## config.mk

```make
export PLATFORM = sky130hd
export DESIGN_NAME = lzrw_decomp_sequencer
export DESIGN_NICKNAME = d
export VERILOG_FILES = /design/src/rtl/lzrw_decomp_sequencer.sv
export SDC_FILE = /design/constraint.sdc
export NUM_CORES = 1
export LEC_CHECK = 0
export BUFFER_PORTS_ARGS = -buffer_cell sky130_fd_sc_hd__buf_2
export CAP_MARGIN = 30
export CORE_ASPECT_RATIO = 1.5
export CORE_UTILIZATION = 55
export CTS_CLUSTER_SIZE = 14
export DETAILED_ROUTE_END_ITERATION = 6
export GPL_TIMING_DRIVEN = 0
export PLACE_DENSITY = 0.8
export SYNTH_ARGS = -nofsm -noshare
export SYNTH_HDL_FRONTEND = slang
export SYNTH_SLANG_ARGS = --single-unit
```

## constraint.sdc

```tcl
create_clock -name clock -period 6.2 [get_ports clock]
set_input_delay 0.31 -clock clock [delete_from_list [all_inputs] [get_ports clock]]
set_output_delay 0.31 -clock clock [all_outputs]
set_load 0.03 [all_outputs]
```

## src/rtl/lzrw_decomp_sequencer.sv

```systemverilog
// Walks an LZRW1 compressed buffer in a synchronous byte RAM and issues one item at a time to the decompressor.
// Optional abort input is enabled with `define LZRW_SEQ_ABORT_EN.
module lzrw_decomp_sequencer #(
  parameter int ADDR_W = 12,
  parameter int CNT_W  = 13
) (
  input  logic              clock,
  input  logic              reset,
  input  logic              start,
  input  logic [ADDR_W-1:0] base_addr,
  input  logic [CNT_W-1:0]  item_count,
`ifdef LZRW_SEQ_ABORT_EN
  input  logic              abort,
`endif
  output logic              rd_en,
  output logic [ADDR_W-1:0] rd_addr,
  input  logic [7:0]        rd_data,
  output logic [15:0]       data_in,
  output logic              control_word_in,
  output logic              data_in_valid,
  input  logic              decompressor_busy,
  output logic              busy,
  output logic              done
);

  typedef enum logic [3:0] {
    IDLE, CW_LO, CW_HI, CW_CAP, B0, B0_CAP, B1_CAP, ISSUE, DONE
  } state_t;

  localparam logic [ADDR_W-1:0] ADDR_ONE = {{(ADDR_W-1){1'b0}}, 1'b1};
  localparam logic [CNT_W-1:0]  CNT_ONE  = {{(CNT_W-1){1'b0}}, 1'b1};
  localparam logic [CNT_W-1:0]  CNT_ZERO = {CNT_W{1'b0}};

  state_t            state_r, state_s;
  logic [ADDR_W-1:0] ptr_r;
  logic [CNT_W-1:0]  remaining_r;
  logic [3:0]        bit_idx_r;
  logic [15:0]       cw_r;
  logic [7:0]        b0_r, b1_r;
  logic              rd_en_s, load_s, accept_s, abort_s, is_copy_s;

`ifdef LZRW_SEQ_ABORT_EN
  assign abort_s = abort;
`else
  assign abort_s = 1'b0;
`endif

  assign is_copy_s = cw_r[bit_idx_r];

  // State register
  always_ff @(posedge clock or posedge reset) begin
    if (reset) begin
      state_r <= IDLE;
    end else begin
      state_r <= state_s;
    end
  end

  // Next-state decode and per-state strobes
  always_comb begin
    state_s  = state_r;
    rd_en_s  = 1'b0;
    load_s   = 1'b0;
    accept_s = 1'b0;
    case (state_r)
      IDLE: begin
        if (start) begin
          load_s  = 1'b1;
          state_s = (item_count == CNT_ZERO) ? DONE : CW_LO;
        end else begin
          state_s = IDLE;
        end
      end
      CW_LO: begin
        rd_en_s = 1'b1;
        state_s = CW_HI;
      end
      CW_HI: begin
        rd_en_s = 1'b1;
        state_s = CW_CAP;
      end
      CW_CAP: state_s = B0;
      B0: begin
        rd_en_s = 1'b1;
        state_s = B0_CAP;
      end
      B0_CAP: begin
        if (is_copy_s) begin
          rd_en_s = 1'b1;
          state_s = B1_CAP;
        end else begin
          state_s = ISSUE;
        end
      end
      B1_CAP: state_s = ISSUE;
      ISSUE: begin
        if (!decompressor_busy) begin
          accept_s = 1'b1;
          if (remaining_r == CNT_ONE) begin
            state_s = DONE;
          end else if (bit_idx_r == 4'd15) begin
            state_s = CW_LO;
          end else begin
            state_s = B0;
          end
        end else begin
          state_s = ISSUE;
        end
      end
      DONE:    state_s = IDLE;
      default: state_s = IDLE;
    endcase
    // Abort wins over accept and over the DONE -> IDLE pulse path
    if (abort_s && (state_r != IDLE)) begin
      state_s  = IDLE;
      accept_s = 1'b0;
    end else begin
      accept_s = accept_s;
    end
  end

  // Pointer, counters, control word and item byte registers
  always_ff @(posedge clock or posedge reset) begin
    if (reset) begin
      ptr_r       <= {ADDR_W{1'b0}};
      remaining_r <= CNT_ZERO;
      bit_idx_r   <= 4'd0;
      cw_r        <= 16'h0000;
      b0_r        <= 8'h00;
      b1_r        <= 8'h00;
    end else begin
      if (load_s) begin
        ptr_r       <= base_addr;
        remaining_r <= item_count;
      end else begin
        if (rd_en_s) ptr_r <= ptr_r + ADDR_ONE;
        if (accept_s) remaining_r <= remaining_r - CNT_ONE;
      end
      if (state_r == CW_HI) cw_r[7:0]  <= rd_data;
      if (state_r == CW_CAP) begin
        cw_r[15:8] <= rd_data;
        bit_idx_r  <= 4'd0;
      end else if (accept_s) begin
        bit_idx_r  <= bit_idx_r + 4'd1;
      end
      if (state_r == B0_CAP) b0_r <= rd_data;
      if (state_r == B1_CAP) b1_r <= rd_data;
    end
  end

  assign rd_en           = rd_en_s;
  assign rd_addr         = rd_en_s ? ptr_r : {ADDR_W{1'b0}};
  assign data_in_valid   = (state_r == ISSUE);
  assign control_word_in = data_in_valid & is_copy_s;
  assign data_in         = !data_in_valid ? 16'h0000 :
                           (is_copy_s ? {b0_r, b1_r} : {8'h00, b0_r});
  assign busy            = (state_r != IDLE);
  assign done            = (state_r == DONE);

endmodule

```

# Word-level counts from Yosys, hierarchy flattened
# Cells that the tools add are included.
[word_totals]
register_bits = 65
latchBits = 0
romBits = 0
ram_bits = 0
mem_count = 0
[classes]
n_reduce_logical = 7
mux = 24
n_div = 0
multipliers = 0
n_eq_ne = 10
n_bitwise = 1
magnitude_cmp = 1
addsub = 3
n_shift = 0
[ops]
columns = ["op", "n"]
rows = [
  ["12-bit 2-to-1 mux", 3],
  ["16-bit 2-to-1 mux", 2],
  ["4-bit one-hot mux with 8 select lines", 1],
  ["13-bit 2-to-1 mux", 2],
  ["4-bit 2-to-1 mux", 6],
  ["4-bit by 3-bit equality test with 1-bit output, second input constant", 4],
  ["13-bit by 1-bit equality test with 1-bit output, second input constant", 1],
  ["13-bit zero test", 1],
  ["13-bit by 1-bit subtractor with 13-bit output, second input constant", 1],
  ["12-bit by 1-bit adder with 12-bit output, second input constant", 1],
  ["4-bit by 2-bit equality test with 1-bit output, second input constant", 2],
  ["4-bit equality test, second input constant", 2],
  ["1-bit 2-to-1 mux", 7],
  ["2-bit nonzero test", 3],
  ["4-bit by 5-bit less-than comparator with 1-bit output, second input constant", 1],
  ["4-bit by 1-bit adder with 4-bit output, second input constant", 1],
  ["1-bit binary-select mux with 4-bit select", 1],
  ["4-bit by 1-bit equality test with 1-bit output, second input constant", 1],
  ["4-bit zero test", 1],
  ["4-bit nonzero test", 1],
  ["3-bit 2-to-1 mux", 1],
  ["3-bit OR reduction", 1],
  ["1-bit one-hot mux with 2 select lines", 1],
  ["1-bit bitwise AND", 1],
]

# Logic depth before layout (Yosys ltp)
[depth]
ltp_word = 6
ltp_mapped = 10

# Worst setup path after synthesis
# Ideal clock, no wire load.
[synth_path]
path_type = "register to output"
from = "reg state_r[0]"
to = "out rd_addr[10]"
stages_incl_launch_ff = 10
arrival_time_ns = 2.204
slack_ns = 3.686
path_cell_list = "dfrtp_1 > buf_6 > inv_4 > nor4b_4 > or2b_1 > o21a_1 > buf_6 > inv_1 > clkbuf_1 > and2_1"
[synth_between]
elab_chain_cells = 4
elab_cells_between_ends = 7
classes_between = "eq/ne (4); mux (2); reduce/logical (1)"
[synth_lines]
columns = ["element", "line_no", "source"]
rows = [
  ["start: declaration", "34", "state_t state_r, state_s;"],
  ["start signal: assignment", "55", "state_r <= state_s;"],
  ["4-bit by 2-bit equality test with 1-bit output (tied with other cells)", "65", "case (state_r)"],
  ["3-bit OR reduction (no source line)", "--", ""],
  ["1-bit one-hot mux with 2 select lines *", "65", ""],
  ["net rd_en", "15", "output logic rd_en,"],
  ["12-bit 2-to-1 mux *", "152", "assign rd_addr = rd_en_s ? ptr_r : {ADDR_W{1'b0}};"],
  ["end: declaration", "16", "output logic [ADDR_W-1:0] rd_addr,"],
]
# Mark *: on every way through the listed nets, which the timed path passes. The rest lies on a longest branch.

# Worst setup path after layout
[layout_path]
from = "reg bit_idx_r[0]"
to = "out data_in[14]"
[layout_between]
elab_chain_cells = 4
[layout_lines]
columns = ["element", "line_no", "source"]
rows = [
  ["start: declaration", "37", "logic [3:0] bit_idx_r;"],
  ["start signal: assignment", "144", "bit_idx_r <= bit_idx_r + 4'd1;"],
  ["1-bit binary-select mux with 4-bit select", "48", "assign is_copy_s = cw_r[bit_idx_r];"],
  ["1-bit 2-to-1 mux (implied by the code)", "48", ""],
  ["16-bit 2-to-1 mux", "156", "(is_copy_s ? {b0_r, b1_r} : {8'h00, b0_r});"],
  ["16-bit 2-to-1 mux", "155", "assign data_in = !data_in_valid ? 16'h0000 :"],
  ["end: declaration", "18", "output logic [15:0] data_in,"],
]
# Every way passes these cells. The select of a mux whose other input is x is not followed.

==> flow_metrics.tcl <==
set metrics [dict create \
    fin_crit_sh_pct 49.6 \
    ys_seq_elements 65 \
    fin_area_um2 4200 \
    path_clk_slew_ns 0.07 \
    placementRows 35 \
    ff2ff_path_depth 7 \
    io_pins 70 \
    port_buffers 69 \
    drtAntennaViolNets 0 \
    tns_ns 0 \
    layout.nets 481 \
    rsz0062_at_grt "no" \
    track_usage_pct 27.1 \
    timing.slew.headroom_pct 47.3 \
    gp_routability_congestion 0.841 \
    critPathMaxStageDelay_ns 0.55 \
    cts_buffer_depth 2 \
    status "finished clean" \
    cts_tree "yes" \
    clock_sinks 65 \
    h-tree-depth 3 \
    drtIter0Drc 139 \
    whs_ns 0.000000333 \
    area_delta_synth_final_pct 17.5 \
    syn_inst 359 \
    cp_cell_sequence "buf_4, mux4_2, o211ai_1, o21ai_2, clkbuf_1, and3_1, buf_2" \
    worst_pin_slew_ns 0.788 \
    synth.cell_area_um2 3580 \
    seqCellArea_um2 1630 \
    grt_pass1_vias 3081 \
    crit_end "data_in[14]" \
    setup_viol 0 \
    grt_pass1_wl_mm 13.8 \
    first_pass_iters 4 \
    startpoint "bit_idx_r[0]" \
    synthFlopType "dfrtp_1" \
    final-hold-violation-count 0 \
    rr_endpoint "remaining_r[12]" \
    coreArea_um2 6220 \
    grt_overflow 0 \
    crit_type "flip-flop to output port" \
    diodes 0 \
    power_density_nw_per_um2 594 \
    max_freq_mhz 325 \
    synthDistinctLibCells 51 \
    fillers 526 \
    internal_power_mw 1.34 \
    startpoint_type "flip-flop" \
    p_comb_share_pct 56.3 \
    synth_edf_count 0 \
    cts-resized-gates 0 \
    pwr-share-seq_pct 30.9 \
    syn-num-nets 400 \
    via_count 3118 \
    wl_per_cell_um 16.3 \
    drive_gt1_share_pct 29.2 \
    crit_family "buffers and inverters" \
    placedInstanceArea_um2 4040 \
    antenna_found_initial 0 \
    cp.depth 7 \
    power.switching_mw 1.15 \
    async_flop_share_pct 100 \
    post_cts_buffers 0 \
    avgSynthCellArea_um2 9.96 \
    ys_warn_count 0 \
    min_period_ns 3.07 \
    leakagePower_nw 1.96 \
    p_sw_share_pct 46.2 \
    finalWirelength_mm 8.42 \
    multiInputGateArea_um2 1810 \
    final_common_cell "buf_2" \
    drv_slew 0 \
    worstPathArrival_ns 2.76 \
    post-dp-hpwl_mm 6.12 \
    via_per_inst 6.04 \
    path_buf_inv 3 \
    crit_slowest_cell "o21ai_2" \
    ir_worst_vdd_uv 496 \
    grt_max_degree 45 \
    hp-class "primary input to async pin" \
    yosysSeqAreaShare_pct 45.5 \
    clockPowerShare_pct 12.8 \
    skew_ns 0.00497 \
    holdBufCountCts 0 \
    drv_cap 0 \
    cp-end-kind "output port" \
    die_h_um 101 \
    r2r-start "state_r[3]" \
    layout_common_cells "71 x buf_2, 65 x dfrtp_1, 40 x nor2_1" \
    cts_buffers 9 \
    cts-root-buf "clkbuf_8" \
    die_x_um 67.9 \
    start_util_pct 57.5 \
    drc_errors 0 \
    die_area_um2 6840 \
    critPathRequiredTime_ns 5.89 \
    regToRegSetupSlack_ns 3.77 \
    clk_latency_ns 0.33 \
    critPathMaxFanout 10 \
]
[worst register-to-register path, cell delays in order (launching register included)]
cell and delay, ns:
dfrtp_1 0.41, buf_1 0.23, nand4b_1 0.28, nor2_1 0.55, nand3_1 0.27, or3_1 0.40, nand3_1 0.10, o211ai_1 0.09
[final cells by class]
| cell class | count | share of cell area [%] |
|---|---|---|
| Timing Repair Buffer | 70 | 8.69 |
| Tap cell | 74 | 2.20 |
| Multi-Input combinational cell | 265 | 43.0 |
| Sequential cell | 65 | 38.7 |
| Buffer | 20 | 2.56 |
| Inverter | 9 | 0.863 |
| Clock buffer | 13 | 4.02 |
[power by group through the flow]
stage | clock, mW | sequential [mW] | combinational, mW
finish | 0.320 | 0.771 | 1.41
global route | 0.343 | 0.797 | 1.54
CTS | 0.326 | 0.768 | 1.41
detailed placement | 0 | 0.774 | 1.41
global placement | 0 | 0.760 | 1.36
floorplan | 0 | 0.728 | 1.08
[cell usage after synthesis, types with 2 or more instances]
cell / count / share of area (%)
o211ai_1: 6 / 1.3
and2_1: 14 / 2.4
o31ai_1: 4 / 0.84
a31oi_1: 10 / 1.7
mux2i_1: 17 / 4.8
nand4_1: 5 / 0.87
a22oi_1: 4 / 0.84
o21ai_0: 12 / 1.7
ha_1: 4 / 1.4
a221o_1: 2 / 0.56
nor2_1: 40 / 4.2
or4_1: 4 / 0.84
buf_1: 3 / 0.31
dfrtp_1: 65 / 45
buf_2: 2 / 0.28
or3_1: 7 / 1.2
inv_1: 8 / 0.84
nand2_1: 29 / 3.0
nor4_1: 4 / 0.70
nand3_1: 14 / 2.0
nor4b_1: 2 / 0.49
nor2b_1: 3 / 0.52
o311ai_0: 2 / 0.49
xnor2_1: 2 / 0.49
a21oi_1: 6 / 0.84
a32oi_1: 2 / 0.49
buf_4: 2 / 0.42
a211oi_1: 2 / 0.42
clkbuf_1: 10 / 1.0
buf_6: 3 / 0.94
mux2_2: 32 / 10
nor3_1: 8 / 1.1
and3_1: 11 / 1.9
o21a_1: 2 / 0.42
xor2_1: 2 / 0.49
[metal layers]
layer,up-vias,GRT usage [%],routed length [µm]
li1,1463,-,-
met1,1533,32.3,3490
met2,105,46.5,4450
met3,17,5.32,309
met4,0,11.2,166
met5,-,0,0
[cell families after synthesis]
group                    after synthesis  synth area share (%)
multiplexers                          50                  15.5
flip-flops                            65                  45.5
AND/OR/NAND/NOR                      148                  21.5
AO/OA/AOI/OAI                         59                  11.2
adder cells (fa/ha/maj)                4                  1.40
XOR/XNOR                               4                 0.980
buffers and inverters                 29                  4.02
[flip-flops by register name (all words and copies together) (netlist names)]
register     cells
cw_r            16
state_r          4
bit_idx_r        4
b1_r             8
remaining_r     13
b0_r             8
ptr_r           12
[worst min path at each step]
| stage | start | endpoint | slack [ns] | cells past startpoint |
|---|---|---|---|---|
| 2_1_floorplan | item_count[11] | remaining_r[11] | 0.43 | 2 |
| 3_3_place_gp | cw_r[4] | cw_r[4] | 0.48 | 1 |
| 3_5_place_dp | reset | ptr_r[5] | 0.37 | 2 |
| 4_1_cts | reset | ptr_r[5] | 0.003 | 2 |
| 5_1_grt | reset | ptr_r[6] | 0.03 | 2 |
| 6_report | reset | ptr_r[5] | 0.0000003 | 2 |
[per-stage QoR]
stage / total power, mW / setup WS [ns] / instances / utilization [%]
global route: 2.68 / 3.02 / 516 / 67.6
floorplan: 1.81 / 3.69 / 359 / -
detailed placement: 2.18 / 3.50 / 503 / 64.9
finish: 2.50 / 3.13 / 516 / 67.6
CTS: 2.51 / 3.12 / 516 / 67.6
global placement: 2.12 / 3.53 / 502 / 64.6
Note: power is estimated with default switching activity, not from simulation.
